==> src/rtl/led_share_arbiter_if.sv <==
// Bundle of request/pattern inputs and grant/LED outputs for led_share_arbiter.
// The arbiter connects to the slave modport. Status sources drive through the master modport.
interface led_share_arbiter_if #(
   parameter int N_REQ = 4
);
   logic [N_REQ-1:0]   req;
   logic [2*N_REQ-1:0] pat;
   logic [N_REQ-1:0]   gnt;
   logic               done;
   logic               busy;
   logic [1:0]         led;

   modport master (output req, output pat, input gnt, input done, input busy, input led);
   modport slave  (input req, input pat, output gnt, output done, output busy, output led);
endinterface

==> src/rtl/led_share_arbiter.sv <==
// Round-robin sharing of the 2-bit board LEDs among N_REQ status sources.
// Each requester wins the LEDs for HOLD_TICKS prescaled ticks.
// Every grant is followed by a one-tick blank gap before the next arbitration.
// Optional feature: define LED_SHARE_BLINK_EN to blink the granted pattern on every tick.
module led_share_arbiter #(
   parameter int N_REQ      = 4,
   parameter int PRESCALE   = 50000,
   parameter int HOLD_TICKS = 100
) (
   input  logic               clk,
   input  logic               rst_n,
   led_share_arbiter_if.slave ifc
);

   localparam int IW = (N_REQ > 1) ? $clog2(N_REQ) : 1;
   localparam int PW = $clog2(PRESCALE);
   localparam int HW = $clog2(HOLD_TICKS + 1);

   localparam logic [1:0] S_IDLE  = 2'd0;
   localparam logic [1:0] S_GRANT = 2'd1;
   localparam logic [1:0] S_GAP   = 2'd2;

   logic [1:0]       r_state;
   logic [IW-1:0]    r_owner;
   logic [IW-1:0]    r_lastOwner;
   logic [PW-1:0]    r_presc;
   logic [HW-1:0]    r_hold;
   logic [N_REQ-1:0] r_gnt;
   logic [1:0]       r_led;
   logic             r_done;
   logic             r_busy;
`ifdef LED_SHARE_BLINK_EN
   logic [1:0]       r_pat;
   logic             r_blinkOff;
`endif

   logic             w_anyReq;
   logic             w_found;
   logic [IW-1:0]    w_cand;
   logic [IW-1:0]    w_nextOwner;
   logic [1:0]       w_nextPat;
   logic             w_tick;
   logic             w_toGap;

   // Pick the first pending requester after the previous owner, wrapping around, and fetch its pattern.
   always_comb begin
      w_anyReq    = |ifc.req;
      w_found     = 1'b0;
      w_cand      = '0;
      w_nextOwner = r_lastOwner;
      w_nextPat   = 2'b00;
      for (int k = 1; k <= N_REQ; k++) begin
         w_cand = IW'((int'(r_lastOwner) + k) % N_REQ);
         if (!w_found && ifc.req[w_cand]) begin
            w_found     = 1'b1;
            w_nextOwner = w_cand;
         end
      end
      for (int i = 0; i < N_REQ; i++) begin
         if (w_nextOwner == IW'(i)) begin
            w_nextPat = ifc.pat[2*i +: 2];
         end
      end
   end

   // Decode the prescaler tick and the end of a grant (an early release wins over a hold expiry).
   always_comb begin
      w_tick  = (r_presc == PW'(PRESCALE - 1));
      w_toGap = 1'b0;
      if (r_state == S_GRANT) begin
         w_toGap = !ifc.req[r_owner] || (w_tick && (r_hold == HW'(HOLD_TICKS - 1)));
      end
   end

   // Arbitration FSM with the prescaler, hold counter and registered LED/grant outputs.
   always_ff @(posedge clk or negedge rst_n) begin
      if (!rst_n) begin
         r_state     <= S_IDLE;
         r_owner     <= '0;
         r_lastOwner <= IW'(N_REQ - 1);
         r_presc     <= '0;
         r_hold      <= '0;
         r_gnt       <= '0;
         r_led       <= 2'b00;
         r_done      <= 1'b0;
         r_busy      <= 1'b0;
`ifdef LED_SHARE_BLINK_EN
         r_pat       <= 2'b00;
         r_blinkOff  <= 1'b0;
`endif
      end else begin
         r_done <= 1'b0;
         case (r_state)
            S_IDLE: begin
               if (w_anyReq) begin
                  r_state <= S_GRANT;
                  r_owner <= w_nextOwner;
                  r_gnt   <= {{(N_REQ-1){1'b0}}, 1'b1} << w_nextOwner;
                  r_led   <= w_nextPat;
                  r_busy  <= 1'b1;
                  r_presc <= '0;
                  r_hold  <= '0;
`ifdef LED_SHARE_BLINK_EN
                  r_pat      <= w_nextPat;
                  r_blinkOff <= 1'b0;
`endif
               end
            end
            S_GRANT: begin
               if (w_toGap) begin
                  r_state     <= S_GAP;
                  r_gnt       <= '0;
                  r_led       <= 2'b00;
                  r_done      <= 1'b1;
                  r_lastOwner <= r_owner;
                  r_presc     <= '0;
               end else if (w_tick) begin
                  r_presc <= '0;
                  r_hold  <= r_hold + 1'b1;
`ifdef LED_SHARE_BLINK_EN
                  r_blinkOff <= ~r_blinkOff;
                  r_led      <= r_blinkOff ? r_pat : 2'b00;
`endif
               end else begin
                  r_presc <= r_presc + 1'b1;
               end
            end
            S_GAP: begin
               if (w_tick) begin
                  r_state <= S_IDLE;
                  r_busy  <= 1'b0;
                  r_presc <= '0;
               end else begin
                  r_presc <= r_presc + 1'b1;
               end
            end
            default: begin
               r_state <= S_IDLE;
               r_gnt   <= '0;
               r_led   <= 2'b00;
               r_busy  <= 1'b0;
            end
         endcase
      end
   end

   assign ifc.gnt  = r_gnt;
   assign ifc.led  = r_led;
   assign ifc.done = r_done;
   assign ifc.busy = r_busy;

endmodule
==> src/flat_wrapper.sv <==
// flat-port wrapper written by rule: the top's interface ports become plain ports
module led_share_arbiter_flat 
#(
   parameter int N_REQ      = 4,
   parameter int PRESCALE   = 50000,
   parameter int HOLD_TICKS = 100
)
  (clk, rst_n, ifc_req, ifc_pat, ifc_gnt, ifc_done, ifc_busy, ifc_led);
  led_share_arbiter_if #(.N_REQ(N_REQ)) ifc_i ();
  input  logic clk;
  input  logic rst_n;
  input wire logic [$bits(ifc_i.req)-1:0] ifc_req;
  input wire logic [$bits(ifc_i.pat)-1:0] ifc_pat;
  output wire logic [$bits(ifc_i.gnt)-1:0] ifc_gnt;
  output wire logic [$bits(ifc_i.done)-1:0] ifc_done;
  output wire logic [$bits(ifc_i.busy)-1:0] ifc_busy;
  output wire logic [$bits(ifc_i.led)-1:0] ifc_led;
  assign ifc_i.req = ifc_req;
  assign ifc_i.pat = ifc_pat;
  assign ifc_gnt = ifc_i.gnt;
  assign ifc_done = ifc_i.done;
  assign ifc_busy = ifc_i.busy;
  assign ifc_led = ifc_i.led;
  led_share_arbiter #(.N_REQ(N_REQ), .PRESCALE(PRESCALE), .HOLD_TICKS(HOLD_TICKS)) u_core (.clk(clk), .rst_n(rst_n), .ifc(ifc_i));
endmodule
==> config.mk <==
export PLATFORM = sky130hd
export DESIGN_NAME = led_share_arbiter_flat
export DESIGN_NICKNAME = d
export VERILOG_FILES = /design/src/rtl/led_share_arbiter_if.sv /design/src/rtl/led_share_arbiter.sv /design/src/flat_wrapper.sv
export SDC_FILE = /design/constraint.sdc
export NUM_CORES = 1
export LEC_CHECK = 0
export BUFFER_PORTS_ARGS = -buffer_cell sky130_fd_sc_hd__buf_4
export CAP_MARGIN = 20
export CELL_PAD_IN_SITES_DETAIL_PLACEMENT = 2
export CELL_PAD_IN_SITES_GLOBAL_PLACEMENT = 2
export CORE_ASPECT_RATIO = 2
export CORE_MARGIN = 1.5
export CORE_UTILIZATION = 35
export CTS_BUF_LIST = sky130_fd_sc_hd__clkbuf_8
export DETAILED_ROUTE_END_ITERATION = 10
export GPL_TIMING_DRIVEN = 1
export HOLD_SLACK_MARGIN = 0.12
export PLACE_DENSITY = 0.83
export REMOVE_ABC_BUFFERS = 1
export SLEW_MARGIN = 5
export SYNTH_ARGS = -nofsm -noshare
export SYNTH_HDL_FRONTEND = slang
export SYNTH_SLANG_ARGS = --single-unit
==> constraint.sdc <==
create_clock -name clk -period 2.7 [get_ports clk]
set_clock_uncertainty 0.05 [all_clocks]
set_input_delay 0.54 -clock clk [delete_from_list [all_inputs] [get_ports clk]]
set_output_delay 0.54 -clock clk [all_outputs]
set_load 0.02 [all_outputs]
## Word level (Yosys, flattened, before mapping)

Index checks and enable logic that the tools add are counted.

| storage, ports and cells | value |
|---|---|
| register bits after elaboration | 37 |
| latch bits | 0 |
| memory bits (writable) | 0 |
| bits in read-only memories | 0 |
| bits of input ports | 14 |
| output and inout bits | 8 |
| word-level logic and storage cells | 101 |
| memories kept | 0 |

| operators by class | value |
|---|---|
| add/sub/neg operators | 6 |
| multiply operators | 0 |
| divide/modulo/power cells | 0 |
| order comparisons | 5 |
| equality and inequality tests | 12 |
| shifts and indexed selects | 1 |
| muxes and demuxes | 45 |
| bitwise operators | 2 |
| reduce and logical (&&, ||, !) cells | 21 |

Operators with widths:

| operator | count |
|---|---|
| 16-bit two-way mux | 3 |
| 16-bit one-hot mux with 3 select lines | 1 |
| 2-bit two-way mux | 13 |
| 7-bit two-way mux | 3 |
| 16-bit by 1-bit adder with 16-bit output, second input constant | 1 |
| 16-bit == test, second input constant | 1 |
| 2-bit by 3-bit < comparator with 1-bit output, second input constant | 5 |
| 7-bit one-hot mux with 2 select lines | 1 |
| 1-bit two-way mux | 13 |
| 2-bit one-hot mux with 3 select lines | 2 |
| 4-bit one-hot mux with 3 select lines | 1 |
| 1-bit binary-select mux with 2-bit select | 5 |
| 3-bit AND reduction | 3 |
| 4-bit two-way mux | 2 |
| 2-bit by 1-bit != test with 1-bit output, second input constant | 4 |
| 7-bit by 1-bit adder with 7-bit output, second input constant | 1 |
| 7-bit == test, second input constant | 1 |
| 2-bit == test, second input constant | 3 |
| 2-bit AND reduction | 3 |
| 2-bit by 1-bit adder with 2-bit output, second input constant | 2 |
| 2-bit adder, second input constant | 2 |
| 2-bit by 1-bit == test with 1-bit output, second input constant | 2 |
| 1-bit logical AND | 4 |
| 1-bit logical NOT | 4 |
| 10 further kinds | 12 |

## Longest topological paths before layout

Gate-level depths: netlist of the first run.

| logic depth | value |
|---|---|
| word-level depth | 20 |
| mapped depth | 8 |
| depth with buffers taken out | 7 |

## Worst setup path before layout of the first run

OpenSTA, ideal clock, no wires.

| timing | value |
|---|---|
| kind | flip-flop to flip-flop |
| start | register u_core.r_presc[4] |
| end | register u_core.r_gnt[0] (netlist: u_core.ifc.gnt[0]) |
| setup time | 0.122 ns |
| arrival time | 2.143 ns |
| required time | 2.528 ns |
| slack | 0.386 ns |
| cell stages (with the launch flop) | 7 |
| buffers on the path | 1 |
| clock period less this slack | 2.314 ns |
| cells stage by stage | dfrtp_1 -> or4b_4 -> nor4_4 -> a21oi_1 -> or3_1 -> clkbuf_1 -> a32o_1 |

| between the ends | value |
|---|---|
| longest elaborated chain between the ends | 6 |

Ends and longest elaborated chain:

| item | line | RTL |
|---|---|---|
| from (decl) | led_share_arbiter.sv:26 | `logic [PW-1:0] r_presc;` |
| from (signal assigned) | led_share_arbiter.sv:125 | `r_presc <= r_presc + 1'b1;` |
| from (signal assigned) | led_share_arbiter.sv:134 | `r_presc <= r_presc + 1'b1;` |
| 16-bit == test | led_share_arbiter.sv:68 | `w_tick = (r_presc == PW'(PRESCALE - 1));` |
| 1-bit logical AND | led_share_arbiter.sv:71 | `w_toGap = !ifc.req[r_owner] \|\| (w_tick && (r_hold == HW'(HOLD_TICKS - 1)));` |
| 1-bit logical OR | led_share_arbiter.sv:71 |  |
| 1-bit two-way mux | led_share_arbiter.sv:70 | `if (r_state == S_GRANT) begin` |
| 2-bit by 1-bit != test with 1-bit output (no source line) | - |  |
| 3-bit AND reduction (no source line) | - |  |
| to (signal assigned) | led_share_arbiter.sv:98 | `r_gnt <= {{(N_REQ-1){1'b0}}, 1'b1} << w_nextOwner;` |
| to (decl) | led_share_arbiter.sv:28 | `logic [N_REQ-1:0] r_gnt;` |

Every way passes these cells.
A chain may end at the register's enable or synchronous reset.

## Final worst setup path of the first run

| timing | value |
|---|---|
| start | register u_core.r_presc[4] |
| end | register u_core.r_hold[4] |

| between the ends | value |
|---|---|
| longest elaborated chain between the ends | 6 |
| elaborated cells between the ends (all ways) | 7 |
| those cells by class | 3 x eq/ne; 1 x mux; 3 x reduce/logical |

Ends and longest elaborated chain:

| item | line | RTL |
|---|---|---|
| 16-bit == test * | led_share_arbiter.sv:68 |  |
| 1-bit logical AND | led_share_arbiter.sv:71 |  |
| 1-bit logical OR | led_share_arbiter.sv:71 |  |
| 1-bit two-way mux | led_share_arbiter.sv:70 |  |
| 2-bit != test (no source line) | - |  |
| 4-bit AND reduction (no source line) * | - |  |
| to (signal assigned) | led_share_arbiter.sv:119 | `r_hold <= r_hold + 1'b1;` |
| to (decl) | led_share_arbiter.sv:27 | `logic [HW-1:0] r_hold;` |

Every way passes the cells marked *; elsewhere a longest branch is shown, timed or not.

==> results.py, run 1 <==
metrics = {
    "clock_network": {
        "postCtsSetupBuffers": 0,
        "path_clk_slew_ns": 0.08,
        "cts_sinks": 37,
        "cts_tree": "yes",
        "clock_path_buffers": 2,
        "cts_root_buf": "clkbuf_8",
        "htree_num_levels": 2,
        "ctsHoldBuffers": 0,
        "numCtsBuffers": 5,
        "worstSkewPairLatency_ns": 0.29,
        "cts-resized-gates": 0,
    },
    "floorplan": {
        "rows": 40,
        "die_width_um": 58.11,
        "start_util_pct": 35.69,
        "dieArea_sq_mm": 0.006578,
        "dieHeight_um": 113.2,
        "io_pins": 22,
        "coreArea_sq_mm": 0.005956,
    },
    "layout": {
        "diodes": 0,
        "final_cells": 315,
        "fill_cells": 682,
        "nets": 270,
        "final_layout_size_suffix_gt1_share_pct": 19.05,
        "final_util_pct": 41.83,
        "area_delta_synth_final_pct": 17.19,
    },
    "synth": {
        "synthCells": 220,
        "yosys_warnings": 0,
        "yosys.cell_count.top_type": "dfrtp_1",
        "synth-seq-cells": 37,
        "yosysTopAreaCellShare_pct": 41.20,
        "synth_commonest_cells": "dfrtp_1, nor2_1, nand2_1",
        "yosysUniqueCellTypes": 47,
        "synth_top_cell_by_area": "dfrtp_1",
        "synthTopCellsByArea": "dfrtp_1, xor2_1, nor2_1",
        "synth_edf_count": 0,
        "syn_area_per_cell_sq_um": 9.663,
        "yosys_most_used_dff": "dfrtp_1",
        "synthArstFlopShare_pct": 100.0,
        "synth_area_sq_mm": 0.002126,
        "ys_seq_area_share_pct": 43.67,
    },
    "setup_path": {
        "cp-startpoint": "u_core.r_presc[4]$_DFFE_PN0P_",
        "crit_buf_inv": 0,
        "worstPathRequired_ns": 2.87,
        "crit_slowest_cell": "or4b_4",
        "crit_type": "reg -> reg",
        "r2r_start": "u_core.r_presc[4]$_DFFE_PN0P_",
        "crit_cells": 5,
        "critPathLaunchType": "register",
        "crit_arrival_ns": 2.69,
        "worst_setup_path_end_kind": "register",
        "worstPathMaxFanout": 8,
        "cp_top_family": "simple AND/OR/NAND/NOR gates",
        "rr_worst_depth": 5,
        "cp_cell_sequence": "or4b_4 > nor4_4 > a31oi_4 > or4_1 > a21oi_1",
        "critPathMaxStageDelay_ns": 0.59,
    },
    "detailed_routing": {
        "wl_um": 5820,
        "wl_per_cell_um": 18.48,
        "drt_drc_violations_left": 4,
        "vias": 1847,
        "vias_per_cell": 5.863,
        "drtIter0Drc": 44,
        "dr.pass1.iters": 10,
        "ant_nets": 0,
    },
    "grt": {
        "grt_pass1_vias": 2057,
        "grt_pass1_wl_um": 9839,
        "track_usage_pct": 19.53,
        "grt_max_degree": 38,
        "grt_overflow": 0,
        "grt_antenna_before_repair": 0,
    },
    "sta": {
        "finalHoldViolCount": 0,
        "timing.final.ws_setup_ns": 0.1836,
        "post-route-period-util_pct": 93.20,
        "rsz0062_at_grt": "no",
        "clock.fmax_mhz": 397.4,
        "timing.slew.headroom_pct": 64.74,
        "finalSetupViolations": 0,
        "setup_tns_ns": 0,
        "finalCriticalPeriod_ns": 2.516,
        "worst_pin_slew_ns": 0.5244,
        "drv_slew": 0,
    },
    "run": {
        "cap_viol_max_count": 0,
    },
    "run_status": {
        "violations": "design-rule violations",
        "status": "complete, but fails checks",
    },
    "place": {
        "dpl.hpwl_um": 4553,
        "gp_congestion": 0.7721,
        "dp.cells": 307,
        "pre_cts_ws_ns": 0.2056,
        "numPortBuffers": 21,
    },
    "worst_hold_path": {
        "hold_class": "in -> async",
    },
    "power_and_ir_drop": {
        "power.density_mw_per_mm2": 403.5,
        "vdd_drop_max_mv": 0.2407,
        "leakagePower_nw": 1.126,
    },
}
-- report_power, final --
group / internal, W / switching [W]
Sequential: 0.000554 / 0
Clock: 0.000201 / 0.000194
Combinational: 0.0000218 / 0.0000345
Total: 0.000777 / 0.000228
-- cells in the final DEF (no fill, tap or decap), types with 2 or more instances in the layout --
cell type	n
clkbuf_8	6
ha_1	5
mux2i_1	3
or3_1	3
dfstp_2	2
a21oi_1	14
nor3_1	4
or4bb_1	2
xnor2_1	3
nor4b_1	2
dfrtp_1	35
xor2_1	10
nor4_1	4
o31ai_1	6
or4_1	4
nor2_1	23
mux2_2	5
nand4_1	5
o21ai_0	9
inv_1	11
a41oi_1	2
and2_1	5
a21o_1	2
nor2b_1	2
nand2b_1	2
nand2_1	18
a32o_1	6
a31oi_1	3
nand3_1	11
buf_4	29
-- state kept, by name, summed over array words and instances (netlist names) --
signal	count
u_core.r_owner	2
u_core.r_presc	16
u_core.ifc.led	2
u_core.ifc.done	1
u_core.ifc.gnt	4
u_core.ifc.busy	1
u_core.r_hold	7
u_core.r_lastOwner	2
u_core.r_state	2
-- worst paths after layout --
kind                                                      to  slack [ns]
max in group asynchronous  u_core.r_lastOwner[0]$_DFFE_PN1P_        2.08
min in group clk               u_core.ifc.gnt[1]$_DFFE_PN0P_        0.45
min                             u_core.r_hold[0]$_DFFE_PN0P_        0.15
min reg2reg                    u_core.ifc.gnt[1]$_DFFE_PN0P_        0.45
max reg2reg                     u_core.r_hold[4]$_DFFE_PN0P_        0.18
max                             u_core.r_hold[4]$_DFFE_PN0P_        0.18
-- per-stage QoR --
| step | area (sq um) | hold WS [ns] | total power, W |
|---|---|---|---|
| 2_1_floorplan | 2103 | 0.1944 | 0.0005844 |
| 3_3_place_gp | 2401 | 0.4268 | 0.0006204 |
| 3_5_place_dp | 2401 | 0.4324 | 0.0006218 |
| 4_1_cts | 2491 | 0.1677 | 0.001017 |
| 5_1_grt | 2491 | 0.1754 | 0.001046 |
| 6_report | 2491 | 0.1469 | 0.001005 |
-- metal layers --
| layer | track usage, % | wire length [um] | vias to the layer above |
|---|---|---|---|
| li1 | - | - | 873 |
| met1 | 18.35 | 1985 | 949 |
| met2 | 39.70 | 3678 | 18 |
| met3 | 3.200 | 91 | 7 |
| met4 | 6.512 | 64 | 0 |
| met5 | 0 | 0 | - |
-- cell type report --
| cell class | count | area (sq um) | area share (%) |
|---|---|---|---|
| Sequential cell | 37 | 928.4 | 37.27 |
| Tap cell | 63 | 78.83 | 3.164 |
| Clock buffer | 6 | 82.58 | 3.315 |
| Multi-Input combinational cell | 169 | 1142 | 45.86 |
| Timing Repair Buffer | 29 | 217.7 | 8.739 |
| Clock inverter | 2 | 7.507 | 0.3014 |
| Inverter | 9 | 33.78 | 1.356 |
-- logic make-up (layout without fill, tap and decap cells) --
logic type	after synthesis	after routing	share of synthesized area, %
flops	37	37	43.67
mux	9	9	5.120
xor+xnor	13	13	5.356
buf+inv	14	46	2.648
compound gates	49	49	16.19
fa+ha+maj	5	5	2.943
simple gates	93	93	24.07
No activity file was read; power rests on OpenSTA's default activity.
==> inputs of run 2 (changes only) <==
==> constraint.sdc (replaced) <==
create_clock -name clk -period 2.8 [get_ports clk]
set_clock_uncertainty 0.05 [all_clocks]
set_input_delay 0.56 -clock clk [delete_from_list [all_inputs] [get_ports clk]]
set_output_delay 0.56 -clock clk [all_outputs]
set_load 0.02 [all_outputs]
==> results.py, run 2 (synthesis results as in run 1) <==
metrics = {
    "run_status": {
        "status": "complete, no violations",
    },
    "power_and_ir_drop": {
        "leakagePower_nw": 1.120,
        "vdd_drop_max_mv": 0.2087,
        "p_comb_share_pct": 5.5,
        "p_sw_share_pct": 23.91,
        "power.density_mw_per_mm2": 394.7,
        "p_seq_share_pct": 54.4,
        "p_sw_w": 0.0002347,
        "power.share.clock_pct": 40.0,
        "internal_power_w": 0.0007470,
    },
    "clock_network": {
        "postCtsSetupBuffers": 0,
        "ctsHoldBuffers": 0,
        "numCtsBuffers": 5,
        "cts_sinks": 37,
        "cts-resized-gates": 0,
        "htree_num_levels": 2,
        "cts_tree": "yes",
        "path_clk_slew_ns": 0.08,
        "worstSkewPairLatency_ns": 0.30,
        "cts_root_buf": "clkbuf_8",
        "clock_path_buffers": 2,
    },
    "floorplan": {
        "io_pins": 22,
        "dieHeight_um": 113.2,
        "coreArea_sq_mm": 0.005956,
        "rows": 40,
        "dieArea_sq_mm": 0.006578,
        "start_util_pct": 35.69,
        "die_width_um": 58.11,
    },
    "run": {
        "cap_viol_max_count": 0,
    },
    "setup_path": {
        "worstPathRequired_ns": 2.98,
        "worst-r2r-setup-slack_ns": 0.29,
        "reg2reg_to": "u_core.r_hold[4]$_DFFE_PN0P_",
        "rr_worst_depth": 5,
        "critPathLaunchType": "register",
        "worstPathMaxFanout": 8,
        "r2r_start": "u_core.r_presc[4]$_DFFE_PN0P_",
        "crit_arrival_ns": 2.69,
        "crit_type": "reg -> reg",
        "worst_setup_path_end_kind": "register",
    },
    "grt": {
        "grt_antenna_before_repair": 0,
        "grt_max_degree": 38,
        "track_usage_pct": 20.33,
        "grt_pass1_wl_um": 10050,
        "grt_pass1_vias": 2124,
        "grt_overflow": 0,
    },
    "layout": {
        "final_layout_size_suffix_gt1_share_pct": 19.12,
        "area_delta_synth_final_pct": 17.01,
        "largest_reg_flops": 16,
        "nets": 270,
        "final_util_pct": 41.76,
        "top_register": "u_core.r_presc",
        "mostFrequentLayoutCells": "dfrtp_1, buf_4, nor2_1, nand2_1, a21oi_1",
        "final_common_cell": "dfrtp_1",
        "finalInstanceArea_sq_mm": 0.002487,
        "diodes": 0,
    },
    "worst_hold_path": {
        "hold_class": "in -> async",
    },
    "place": {
        "postPlaceCellArea_sq_mm": 0.002401,
        "gp_congestion": 0.7592,
        "dpl.hpwl_um": 4559,
        "pre_cts_ws_ns": 0.2857,
        "numPortBuffers": 21,
    },
    "detailed_routing": {
        "vias_per_cell": 5.854,
        "dr.pass1.iters": 6,
        "wl_um": 5892,
        "vias": 1838,
        "ant_nets": 0,
        "drt_drc_violations_left": 0,
        "wl_per_cell_um": 18.76,
        "drtIter0Drc": 62,
    },
    "sta": {
        "setup_tns_ns": 0,
        "finalHoldViolCount": 0,
        "timing.slew.headroom_pct": 64.15,
        "clock.fmax_mhz": 398.6,
        "post-route-period-util_pct": 89.59,
        "finalSetupViolations": 0,
        "worst_pin_slew_ns": 0.5332,
        "drv_slew": 0,
        "timing.final.ws_setup_ns": 0.2914,
        "rsz0062_at_grt": "no",
        "finalCriticalPeriod_ns": 2.509,
        "worst_hold_slack_ns": 0.1621,
    },
}
[run 2: cell types whose count changed in the layout (fill, tap and decap cells not counted)]
| cell | delta |
|---|---|
| inv_1 | -1 |
[run 2: how the worst max path moves through the flow]
stage | depth (start not counted) | from | end
floorplan | 5 | u_core.r_presc[4]$_DFFE_PN0P_ | u_core.r_presc[10]$_DFFE_PN0P_
global placement | 5 | u_core.r_presc[4]$_DFFE_PN0P_ | u_core.r_hold[3]$_DFFE_PN0P_
detailed placement | 5 | u_core.r_presc[4]$_DFFE_PN0P_ | u_core.r_hold[4]$_DFFE_PN0P_
CTS | 5 | u_core.r_presc[4]$_DFFE_PN0P_ | u_core.r_hold[4]$_DFFE_PN0P_
global route | 5 | u_core.r_presc[4]$_DFFE_PN0P_ | u_core.r_hold[6]$_DFFE_PN0P_
finish | 5 | u_core.r_presc[4]$_DFFE_PN0P_ | u_core.r_hold[4]$_DFFE_PN0P_
[run 2: worst max-delay path: stages (launching register included)]
cell	delay (ns)
dfrtp_1	0.44
or4b_4	0.58
nor4_4	0.47
a31oi_4	0.19
or4_1	0.52
a21oi_1	0.17
[run 2: per-layer routing]
| metal | GRT usage [%] | part of all wire [%] | vias up |
|---|---|---|---|
| li1 | - | - | 878 |
| met3 | 3.314 | 1.5 | 10 |
| met1 | 17.91 | 33 | 929 |
| met4 | 10.23 | 2.8 | 0 |
| met2 | 40.91 | 62 | 21 |
| met5 | 0 | 0 | - |
[run 2: through the flow]
step | std cells | power [W]
2_1_floorplan | 215 | 0.0005635
3_3_place_gp | 307 | 0.0005984
3_5_place_dp | 307 | 0.0005999
4_1_cts | 314 | 0.0009990
5_1_grt | 314 | 0.001015
6_report | 314 | 0.0009818
[run 2: final cells by class]
class                   count  area [sq um]
multi-input cells         169          1142
flip-flops and latches     37         928.4
repair buffers             29         217.7
clock buffers               6         82.58
inverters                   9         33.78
fillers                   684          3468
well taps                  63         78.83
clock inverters             1         3.754
[run 2: power by group through the flow]
stage | Clock, W | Sequential, W | Combinational, W
4_1_cts | 0.000409 | 0.000534 | 0.0000561
5_1_grt | 0.000420 | 0.000534 | 0.0000609
6_report | 0.000393 | 0.000534 | 0.0000544
3_5_place_dp | 0 | 0.000544 | 0.0000554
2_1_floorplan | 0 | 0.000545 | 0.0000189
3_3_place_gp | 0 | 0.000544 | 0.0000539
==> inputs of run 3 (changes only) <==
--- a/config.mk
+++ b/config.mk
@@ -16,8 +16,9 @@
 export DETAILED_ROUTE_END_ITERATION = 10
 export GPL_TIMING_DRIVEN = 1
 export HOLD_SLACK_MARGIN = 0.12
-export PLACE_DENSITY = 0.83
+export PLACE_DENSITY_LB_ADDON = 0.1
 export REMOVE_ABC_BUFFERS = 1
+export SETUP_SLACK_MARGIN = 0.5
 export SLEW_MARGIN = 5
 export SYNTH_ARGS = -nofsm -noshare
 export SYNTH_HDL_FRONTEND = slang
==> results.py, run 3 (synthesis results as in run 1) <==
metrics = {
    "layout": {
        "diodes": 0,
        "nets": 285,
        "mostFrequentLayoutCells": "buf_4, dfrtp_1, nor2_1, nand2_1, nand3_1",
        "fill_cells": 650,
        "largest_reg_flops": 16,
        "final_layout_size_suffix_gt1_share_pct": 30.45,
        "top_register": "u_core.r_presc",
        "final_common_cell": "buf_4",
        "area_delta_synth_final_pct": 25.49,
    },
    "detailed_routing": {
        "dr.pass1.iters": 7,
        "wl_per_cell_um": 19.86,
        "vias_per_cell": 5.784,
        "vias": 1903,
        "drtIter0Drc": 70,
        "ant_nets": 0,
        "wl_um": 6535,
        "drt_drc_violations_left": 4,
    },
    "floorplan": {
        "dieArea_sq_mm": 0.006578,
        "io_pins": 22,
        "dieHeight_um": 113.2,
        "coreArea_sq_mm": 0.005956,
        "rows": 40,
        "start_util_pct": 35.69,
        "die_width_um": 58.11,
    },
    "clock_network": {
        "cts_root_buf": "clkbuf_8",
        "numCtsBuffers": 5,
        "cts_tree": "yes",
        "clock_path_buffers": 2,
        "htree_num_levels": 2,
        "ctsHoldBuffers": 0,
        "worstSkewPairLatency_ns": 0.30,
        "path_clk_slew_ns": 0.07,
        "cts_sinks": 37,
    },
    "setup_path": {
        "critPathMaxStageDelay_ns": 0.57,
        "crit_arrival_ns": 2.45,
        "rr_worst_depth": 5,
        "cp_top_family": "simple AND/OR/NAND/NOR gates",
        "cp_cell_sequence": "or4b_4 > or4_4 > a21oi_4 > and2_4 > mux2_2",
        "crit_buf_inv": 0,
        "crit_slowest_cell": "or4b_4",
        "crit_cells": 5,
        "worst_setup_path_end_kind": "register",
        "critPathLaunchType": "register",
        "worstPathRequired_ns": 2.94,
        "crit_type": "reg -> reg",
        "worstPathMaxFanout": 2,
    },
    "run": {
        "cap_viol_max_count": 0,
    },
    "sta": {
        "finalSetupViolations": 0,
        "clock.fmax_mhz": 433.3,
        "worst_pin_slew_ns": 0.5222,
        "finalCriticalPeriod_ns": 2.308,
        "post-route-period-util_pct": 82.42,
        "worst_hold_slack_ns": 0.1683,
        "finalHoldViolCount": 0,
        "rsz0062_at_grt": "yes",
        "setup_tns_ns": 0,
        "drv_slew": 0,
        "timing.slew.headroom_pct": 64.92,
    },
    "worst_hold_path": {
        "hold_class": "in -> async",
    },
    "grt": {
        "grt_overflow": 0,
        "track_usage_pct": 21.21,
        "grt_max_degree": 38,
        "met2_usage_pct": 42.50,
        "use_met3_pct": 3.200,
        "grt_use_met1_pct": 20.60,
        "grt_pass1_wl_um": 10520,
        "grt_pass1_vias": 2075,
        "grt_antenna_before_repair": 0,
        "top_usage_layer": "met2",
    },
    "power_and_ir_drop": {
        "power.density_mw_per_mm2": 364.4,
        "p_comb_share_pct": 5.8,
        "power.share.clock_pct": 39.3,
        "vdd_drop_max_mv": 0.3634,
        "p_sw_share_pct": 23.03,
        "internal_power_w": 0.0007483,
        "leakagePower_nw": 1.214,
        "p_sw_w": 0.0002239,
        "p_seq_share_pct": 55.0,
    },
    "place": {
        "gp_congestion": 0.7363,
        "numPortBuffers": 21,
        "dpl.hpwl_um": 4648,
    },
    "run_status": {
        "status": "complete, but fails checks",
        "violations": "design-rule violations",
    },
}
run 3: power groups by stage:
stage / registers, W / clock network [W] / logic [W]
after detailed placement: 0.000544 / 0 / 0.0000573
after CTS: 0.000534 / 0.000397 / 0.0000577
final: 0.000534 / 0.000382 / 0.0000562
after global placement: 0.000544 / 0 / 0.0000573
after global routing: 0.000534 / 0.000408 / 0.0000634
after floorplan: 0.000545 / 0 / 0.0000189
run 3: final timing paths:
path	startpoint	endpoint	slack, ns
min	rst_n	u_core.r_hold[4]$_DFFE_PN0P_	0.17
max reg2reg	u_core.r_presc[11]$_DFFE_PN0P_	u_core.ifc.busy$_DFFE_PN0P_	0.49
min in group clk	u_core.ifc.gnt[3]$_DFFE_PN0P_	u_core.ifc.gnt[3]$_DFFE_PN0P_	0.45
max in group asynchronous	rst_n	u_core.r_lastOwner[0]$_DFFE_PN1P_	2.16
max	u_core.r_presc[11]$_DFFE_PN0P_	u_core.ifc.busy$_DFFE_PN0P_	0.49
min reg2reg	u_core.ifc.gnt[3]$_DFFE_PN0P_	u_core.ifc.gnt[3]$_DFFE_PN0P_	0.45
run 3: final cells by class:
type / instances / area, sq um / area share [%]
timing repair buffer: 44 / 327.8 / 12.29
clock inverter: 1 / 3.754 / 0.1407
multi-input combinational: 169 / 1209 / 45.31
tap: 63 / 78.83 / 2.955
inverter: 9 / 33.78 / 1.266
sequential: 37 / 932.1 / 34.94
clock buffer: 6 / 82.58 / 3.096
run 3: what timing repair did:
action,4_1_cts,5_1_grt
endpoints found under the setup margin,25,27
setup buffers,11,2
resized for setup,11,14
pin swaps,6,4
cloned,0,1
run 3: routing by layer:
layer  wire length [um]  vias to the layer above
met5                  0                        -
met4                133                        0
met3                130                       13
met2               3986                       28
met1               2285                      956
li1                   -                      906
run 3: per-stage QoR:
step / std cells / instance area [sq um] / total power, W / utilization, % / setup slack [ns]
5_1_grt: 329 / 2668 / 0.001006 / 44.79 / 0.4465
3_3_place_gp: 308 / 2407 / 0.0006018 / 40.42 / 0.3692
3_5_place_dp: 308 / 2407 / 0.0006018 / 40.42 / 0.2969
6_report: 329 / 2668 / 0.0009721 / 44.79 / 0.4922
4_1_cts: 326 / 2605 / 0.0009890 / 43.74 / 0.4713
2_1_floorplan: 215 / 2103 / 0.0005635 / - / 0.4793
run 3: worst reg2reg max path: stages, from the launching register on:
cell	delay, ns
dfrtp_1	0.38
or4b_4	0.57
or4_4	0.57
a21oi_4	0.16
and2_4	0.16
mux2_2	0.32
